## config.mk

```make
export PLATFORM = sky130hd
export DESIGN_NAME = ir_queue
export DESIGN_NICKNAME = d
export VERILOG_FILES = /design/src/rtl/lc3b_types.sv /design/src/rtl/ir_decode.sv /design/src/rtl/ir_queue.sv
export SDC_FILE = /design/constraint.sdc
export NUM_CORES = 1
export LEC_CHECK = 0
export BUFFER_PORTS_ARGS = -buffer_cell sky130_fd_sc_hd__buf_4
export CAP_MARGIN = 10
export CELL_PAD_IN_SITES_DETAIL_PLACEMENT = 0
export CELL_PAD_IN_SITES_GLOBAL_PLACEMENT = 2
export CORE_MARGIN = 2
export CORE_UTILIZATION = 35
export CTS_BUF_LIST = sky130_fd_sc_hd__clkbuf_8
export DETAILED_ROUTE_END_ITERATION = 16
export GPL_TIMING_DRIVEN = 0
export MAX_ROUTING_LAYER = met4
export PLACE_DENSITY = 0.87
export SLEW_MARGIN = 0
export SYNTH_ARGS = -nofsm -noshare
export SYNTH_HDL_FRONTEND = slang
export SYNTH_SLANG_ARGS = --single-unit
```

## constraint.sdc

```tcl
create_clock -name clk -period 2.82 [get_ports clk]
set_input_delay 0.141 -clock clk [delete_from_list [all_inputs] [get_ports clk]]
set_output_delay 0.141 -clock clk [all_outputs]
set_load 0.01 [all_outputs]
```

## src/rtl/lc3b_types.sv

```systemverilog
// Shared LC-3b datapath types: machine word, opcode encoding and register specifier.
package lc3b_types;

  typedef logic [15:0] lc3b_word;
  typedef logic [2:0]  lc3b_reg;

  typedef enum logic [3:0] {
    OP_BR   = 4'h0,
    OP_ADD  = 4'h1,
    OP_LDB  = 4'h2,
    OP_STB  = 4'h3,
    OP_JSR  = 4'h4,
    OP_AND  = 4'h5,
    OP_LDR  = 4'h6,
    OP_STR  = 4'h7,
    OP_RTI  = 4'h8,
    OP_NOT  = 4'h9,
    OP_LDI  = 4'ha,
    OP_STI  = 4'hb,
    OP_JMP  = 4'hc,
    OP_SHF  = 4'hd,
    OP_LEA  = 4'he,
    OP_TRAP = 4'hf
  } lc3b_opcode;

  // JSR/JSRR write the return address here.
  localparam lc3b_reg LC3B_LINK_REG = 3'b111;

endpackage

```

## src/rtl/ir_decode.sv

```systemverilog
// Combinational field extraction for one LC-3b instruction word.
module ir_decode
  import lc3b_types::*;
(
  input  lc3b_word   word,
  input  logic       jssr_en,
  output lc3b_opcode opcode,
  output lc3b_reg    dest,
  output lc3b_reg    src1,
  output lc3b_reg    src2,
  output lc3b_word   offset6,
  output lc3b_word   off6,
  output lc3b_word   offset9,
  output lc3b_word   offset11,
  output lc3b_word   imm5,
  output lc3b_word   imm4,
  output lc3b_word   trap8,
  output logic       bit0,
  output logic       bit4,
  output logic       bit5,
  output logic       bit5l,
  output logic       bit11
);

  assign opcode   = lc3b_opcode'(word[15:12]);
  assign dest     = jssr_en ? LC3B_LINK_REG : word[11:9];
  assign src1     = word[8:6];
  assign src2     = word[2:0];

  // Word-addressed offsets are pre-shifted to byte offsets; trap vector is unsigned.
  assign offset6  = {{9{word[5]}}, word[5:0], 1'b0};
  assign off6     = {{10{word[5]}}, word[5:0]};
  assign offset9  = {{6{word[8]}}, word[8:0], 1'b0};
  assign offset11 = {{4{word[10]}}, word[10:0], 1'b0};
  assign imm5     = {{11{word[4]}}, word[4:0]};
  assign imm4     = {{12{word[3]}}, word[3:0]};
  assign trap8    = {7'b0, word[7:0], 1'b0};

  assign bit0     = word[0];
  assign bit4     = word[4];
  assign bit5     = word[5];
  assign bit5l    = word[5];
  assign bit11    = word[11];

endmodule

```

## src/rtl/ir_queue.sv

```systemverilog
// Instruction-register queue between fetch and decode; presents the decoded head entry.
module ir_queue
  import lc3b_types::*;
#(
  parameter int DEPTH = 4
) (
  input  logic                   clk,
  input  logic                   reset_n,
  input  logic                   load,
  input  lc3b_word               in,
  input  lc3b_word               in_pc,
  output logic                   ready,
  input  logic                   advance,
  input  logic                   flush,
  input  logic                   jssr_en,
  output logic                   valid,
  output logic [$clog2(DEPTH):0] count,
  output lc3b_word               head_pc,
  output lc3b_opcode             opcode,
  output lc3b_reg                dest,
  output lc3b_reg                src1,
  output lc3b_reg                src2,
  output lc3b_word               offset6,
  output lc3b_word               off6,
  output lc3b_word               offset9,
  output lc3b_word               offset11,
  output lc3b_word               imm5,
  output lc3b_word               imm4,
  output lc3b_word               trap8,
  output logic                   bit0,
  output logic                   bit4,
  output logic                   bit5,
  output logic                   bit5l,
  output logic                   bit11
);

  localparam int PW = $clog2(DEPTH);
  localparam logic [PW:0] FULL = (PW + 1)'(DEPTH);

  lc3b_word       mem_word [DEPTH];
  lc3b_word       mem_pc   [DEPTH];
  logic [PW-1:0]  head_ptr;
  logic [PW-1:0]  tail_ptr;
  logic           enq;
  logic           deq;
  lc3b_word       head_word;

  // Handshake: a load transfers on a rising edge only while ready=1 and an
  // advance retires only while valid=1; both flags come from count alone, so
  // neither depends combinationally on load/advance. Flush overrides both.
  assign ready = (count != FULL);
  assign valid = (count != '0);
  assign enq   = load & ready;
  assign deq   = advance & valid;

  always_ff @(posedge clk or negedge reset_n) begin
    if (!reset_n) begin
      head_ptr <= '0;
      tail_ptr <= '0;
      count    <= '0;
    end else if (flush) begin
      head_ptr <= '0;
      tail_ptr <= '0;
      count    <= '0;
    end else begin
      if (enq) tail_ptr <= tail_ptr + PW'(1);
      if (deq) head_ptr <= head_ptr + PW'(1);
      if (enq && !deq)      count <= count + (PW + 1)'(1);
      else if (deq && !enq) count <= count - (PW + 1)'(1);
    end
  end

  // Storage is never cleared; stale entries are hidden by the valid mask below.
  always_ff @(posedge clk) begin
    if (enq && !flush) begin
      mem_word[tail_ptr] <= in;
      mem_pc[tail_ptr]   <= in_pc;
    end
  end

  assign head_word = valid ? mem_word[head_ptr] : '0;
  assign head_pc   = valid ? mem_pc[head_ptr]   : '0;

  ir_decode u_decode (
    .word     (head_word),
    .jssr_en  (jssr_en),
    .opcode   (opcode),
    .dest     (dest),
    .src1     (src1),
    .src2     (src2),
    .offset6  (offset6),
    .off6     (off6),
    .offset9  (offset9),
    .offset11 (offset11),
    .imm5     (imm5),
    .imm4     (imm4),
    .trap8    (trap8),
    .bit0     (bit0),
    .bit4     (bit4),
    .bit5     (bit5),
    .bit5l    (bit5l),
    .bit11    (bit11)
  );

endmodule

```

### Word level (Yosys, flattened, before mapping)

Memories as Yosys holds them, arrays and structs flattened.
Index checks and enable logic that the tools add are counted.

| word-level totals | value |
|---|---|
| output and inout bits | 151 |
| word-level logic and storage cells | 34 |
| memories | 2 |
| input bits | 38 |
| RAM bits | 128 |
| register bits | 7 |

Memory list:

| name | depth | bits a word | read ports | clocked after Yosys merged registers in | write ports | line | source |
|---|---|---|---|---|---|---|---|
| mem_pc | 4 | 16 | 1 | 0 | 1 | ir_queue.sv:41 | `lc3b_word mem_pc [DEPTH];` |
| mem_word | 4 | 16 | 1 | 0 | 1 | ir_queue.sv:40 | `lc3b_word mem_word [DEPTH];` |

| cells by class | value |
|---|---|
| equality and inequality tests | 1 |
| reduce and logical (&&, ||, !) cells | 10 |
| mux-type cells | 12 |
| add/sub/neg operators | 4 |
| bitwise logic cells | 2 |

Operators with widths:

| cell | count |
|---|---|
| $mux 16 | 2 |
| $mux 3 | 4 |
| $mux 2 | 4 |
| $reduce_bool 3->1 | 2 |
| $add 2x1->2 const B | 2 |
| $reduce_bool 2->1 | 2 |
| $add 3x1->3 const B | 1 |
| $logic_and 1x1->1 | 3 |
| $logic_not 1->1 | 3 |
| $ne 3x3->1 const B | 1 |
| $sub 3x1->3 const B | 1 |
| $and 1x1->1 | 2 |
| $mux 1 | 2 |

### Logic depth before layout (Yosys ltp)

| logic depth | value |
|---|---|
| depth in word-level cells | 7 |
| gate-level depth with buffers | 8 |
| depth with buffers taken out | 7 |

### By module

A second synthesis with hierarchy kept.

| second synthesis, totals | value |
|---|---|
| cell total of the unflattened synthesis | 396 |
| area, all modules | 6,402.4 µm² |

Modules (own cells, without submodules):

| module | times used | area an instance (µm²) | seq. area each (µm²) | cells each |
|---|---|---|---|---|
| ir_queue | 1 | 5,426.5 | 4,018.9 | 265 |
| ir_decode | 1 | 975.9 | 0.0 | 131 |

### Least setup slack after synthesis

Ideal clock, no wire load.

| timing path | value |
|---|---|
| kind | reg-to-reg |
| start | register count[0] |
| end | register count[2] |
| clock period less this slack | 2,371 ps |
| arrival | 2,304 ps |
| slack | 449 ps |
| buffers on the path | 1 |
| data required time | 2,754 ps |
| library setup time | 66 ps |
| cell stages (with the launch flop) | 9 |
| cells stage by stage | dfrtp_1 > clkbuf_1 > nor3b_1 > inv_1 > and3_1 > fa_1 > a21bo_2 > a311oi_1 > o311a_1 |

| between the ends | value |
|---|---|
| elaborated cells between the ends (all ways) | 14 |
| classes of those cells | 2 x add/sub; 1 x eq/ne; 3 x mux; 2 x bitwise; 6 x reduce/logical |

RTL lines:

| what | line | source |
|---|---|---|
| start, declared | ir_queue.sv:17 | `output logic [$clog2(DEPTH):0] count,` |
| start signal, assigned | ir_queue.sv:68 | `if (enq && !deq) count <= count + (PW + 1)'(1);` |
| start signal, assigned | ir_queue.sv:69 | `else if (deq && !enq) count <= count - (PW + 1)'(1);` |
| $ne 3x3->1 * | ir_queue.sv:51 | `assign ready = (count != FULL);` |
| via ready | ir_queue.sv:12 | `output logic ready,` |
| $and 1x1->1 * | ir_queue.sv:53 | `assign enq = load & ready;` |
| $logic_and 1x1->1 / $logic_not 1->1 (equally long branches) | ir_queue.sv:68, ir_queue.sv:69 |  |
| $mux 3 / $logic_and 1x1->1 (equally long branches) | ir_queue.sv:68, ir_queue.sv:69 |  |
| $mux 3 / $reduce_bool 3->1 (equally long branches) | n/a |  |

Mark *: on every way through the listed nets, which the timed path passes. The rest lies on a longest branch. The select of a mux whose other input is x is not followed.
A chain may end at the register's enable or synchronous reset.

### Worst setup path after layout

| timing path | value |
|---|---|
| start | register count[0] |
| end | output offset9[11] |

| between the ends | value |
|---|---|
| cells in the longest elaborated chain, start to end | 2 |

Ends and longest elaborated chain:

| what | line | source |
|---|---|---|
| $reduce_bool 3->1 | ir_queue.sv:52 | `assign valid = (count != '0);` |
| $mux 16 | ir_queue.sv:81 | `assign head_word = valid ? mem_word[head_ptr] : '0;` |
| end, declared | ir_queue.sv:25 | `output lc3b_word offset9,` |

Every way passes these cells.

==> flow_summary_export.csv <==
group,metric,value,unit
setup_path,reg2reg_slack,0.21,ns
route,viasPerCell,4.31,
sta,post-route-period-util,92.8,%
clocking,h-tree-depth,4,
route,wirelength,12800,microns
clocking,clock_path_buffers,2,
finish,layout_commonest_cell,"buf_4",
place,pre_cts_ws,0.161,ns
pwr,p_leak,3.61,nW
global_route,grt_pass1_wl,18500,microns
sta,period_minus_slack,2.62,ns
sta,finClkSkew,0.00827,ns
synth,yosysWarnings,0,
floorplan,io_pins,189,
place,gp_congestion,0.774,
route,first_iter_violations,199,
sta,finalHoldViolCount,0,
clocking,clkTransAtPathRegs,0.08,ns
route,wl_per_cell,14.9,microns
setup_path,required,2.68,ns
sta,rsz0062_at_grt,"false",
finish,mostFrequentLayoutCells,"buf_4 (286), edfxtp_1 (128), dlygate4sd3_1 (33), mux4_2 (32), and2_1 (26)",
global_route,grt_pass1_vias,3542,
floorplan,die_x,138,microns
floorplan,fp.coreArea,17400,sq um
clocking,clk-insertion-delay-late,0.42,ns
route,vias,3698,
pwr,p_per_area,993,nW/um^2
sta,setup_violations,0,
setup_path,r2r-start,"count[0]",
clocking,cts_tree,"yes",
synth,syn_area_per_cell,16.4,sq um
finish,n_antenna_cell,0,
setup_path,critical_path_class,"flop to output port",
run,drv_cap,0,
route,dr_wl_met2,6410,microns
finish,drive_gt1_share,59.4,%
global_route,antenna_found_initial,0,
synth,syn_inst,380,
setup_path,path_max_fanout,10,
place,dp_hpwl,8320,microns
setup_path,startpoint,"count[0]",
route,drt-met1-wl,5210,microns
route,final_antenna_net_count,0,
route,drc,0,
synth,syn_area,6250,sq um
sta,max_freq,382,MHz
route,top_layer,"met4",
finish,areaGrowthSynthToFinish,39.1,%
floorplan,initial_utilization,36.0,%
global_route,grt-ovfl-total,0,
setup_path,r2r.worst_path.cells,8,
setup_path,critPathCaptureType,"output port",
sta,fin_ws,0.202,ns
clocking,clock-sinks,135,
floorplan,rows,48,
min_path,hp-class,"input pin to async pin",
synth,yosysUniqueCellTypes,34,
sta,hold_ws,0.0637,ns
setup_path,r2r-end,"count[2]",
route,drt_first_pass_iters,4,
floorplan,die-area,18900,sq um
finish,finalNetCount,663,
setup_path,worst-endpoint-arrival,2.48,ns
clocking,postCtsSetupRepairBufs,0,
setup_path,cp-start-kind,"flop",
clocking,cts_buffers,17,
synth,seq_area_frac_synth,64.3,%
setup_path,crit_end,"offset9[11]",
route,met3_length,991,microns
place,port-buffer-count,174,
sta,drv_slew,0,
floorplan,fp.dieH,138,microns
global_route,grt.total_usage,13.6,%
synth,yosys_register_bits,135,
outcome,status,"completed",
clocking,clockRootBuffer,"clkbuf_8",
finish,post-route-util,50.1,%
global_route,grt_start_max_net_pins,33,
pwr,peakVddDrop,0.514,mV
==> synth_stat cells (all sizes together) <==
cell type / count / area, sq um
xor2: 2 / 17.5
nor3: 1 / 5.00
mux2: 2 / 22.5
or3: 1 / 6.26
nand3b: 2 / 15.0
mux2i: 2 / 20.0
dfrtp: 7 / 175
buf: 120 / 900
nor3b: 1 / 7.51
a211oi: 1 / 7.51
or2: 3 / 18.8
a311oi: 1 / 8.76
nor4bb: 1 / 10.0
inv: 6 / 22.5
clkbuf: 7 / 26.3
nor2: 9 / 33.8
ha: 4 / 50.1
a21bo: 1 / 10.0
o21ai: 2 / 10.0
fa: 1 / 20.0
o211a: 1 / 10.0
mux4: 32 / 721
o311a: 1 / 10.0
o31ai: 1 / 7.51
o311ai: 1 / 8.76
conb: 1 / 3.75
nand3: 2 / 10.0
edfxtp: 128 / 3840
and2: 36 / 233
and3: 1 / 6.26
a21oi: 2 / 10.0
==> critical path, stage by stage (launching register included) <==
cell and delay (ns):
dfrtp_1 0.36, clkbuf_1 0.32, or3_1 0.33, clkbuf_1 0.40, and2_1 0.37, buf_4 0.17, buf_4 0.11
==> how the worst min path moves through the flow <==
stage | end | slack (ns) | depth (start not counted)
finish | tail_ptr[1] | 0.06 | 2
global route | count[0] | 0.04 | 2
CTS | tail_ptr[1] | 0.03 | 2
detailed placement | count[2] | -0.03 | 1
global placement | count[2] | -0.04 | 1
floorplan | count[0] | -0.15 | 0
==> cell type report <==
class                   instances  area, sq um
plain buffers                 127          927
clock buffers                  18          248
clock inverters                14          149
fillers                      1472         8660
inverters                       6         22.5
multi-input cells             122         1330
flip-flops and latches        135         4020
well taps                     225          282
repair buffers                211         1720
==> sequential cells by signal, summed over array words and instances, names as in the netlist <==
signal,count
count,3
head_ptr,2
mem_word,64
tail_ptr,2
mem_pc,64
==> kinds of logic after synthesis <==
group	after synthesis	synth area share, %
AND/OR/NAND/NOR	57	5.53
other	1	0.0600
AO/OA/AOI/OAI	11	1.32
buffers and inverters	133	15.2
multiplexers	36	12.2
adder cells (fa/ha/maj)	5	1.12
flip-flops	135	64.3
XOR/XNOR	2	0.280
==> per-stage QoR <==
| stage | setup TNS [ns] | area (sq um) | cells | total power (W) |
|---|---|---|---|---|
| final | 0 | 8690 | 858 | 0.00863 |
| after floorplan | 0 | 6290 | 390 | 0.00511 |
| after global routing | 0 | 8690 | 858 | 0.00917 |
| after detailed placement | 0 | 7960 | 793 | 0.00714 |
| after CTS | 0 | 8690 | 858 | 0.00875 |
| after global placement | -9.48 | 7880 | 789 | 0.00707 |
==> where the power goes <==
| part | switching (W) | internal [W] | total [W] |
|---|---|---|---|
| combinational | 0.00194 | 0.00276 | 0.00470 |
| clock | 0.000760 | 0.000817 | 0.00158 |
| sequential | 0.0000415 | 0.00231 | 0.00235 |
| total | 0.00274 | 0.00589 | 0.00863 |
==> repair_timing <==
| action | CTS | global route |
|---|---|---|
| setup endpoints to repair | 62 | 86 |
| endpoints found under the hold margin | 135 | 0 |
| gates resized for setup | 4 | 2 |
| hold buffers | 33 | 0 |
==> layer usage <==
layer / GRT usage, % / vias up
li1: - / 1751
met1: 16.1 / 1784
met3: 3.90 / 17
met5: - / -
met4: 3.67 / 0
met2: 22.9 / 146
Power figures use the tool's default switching activity.
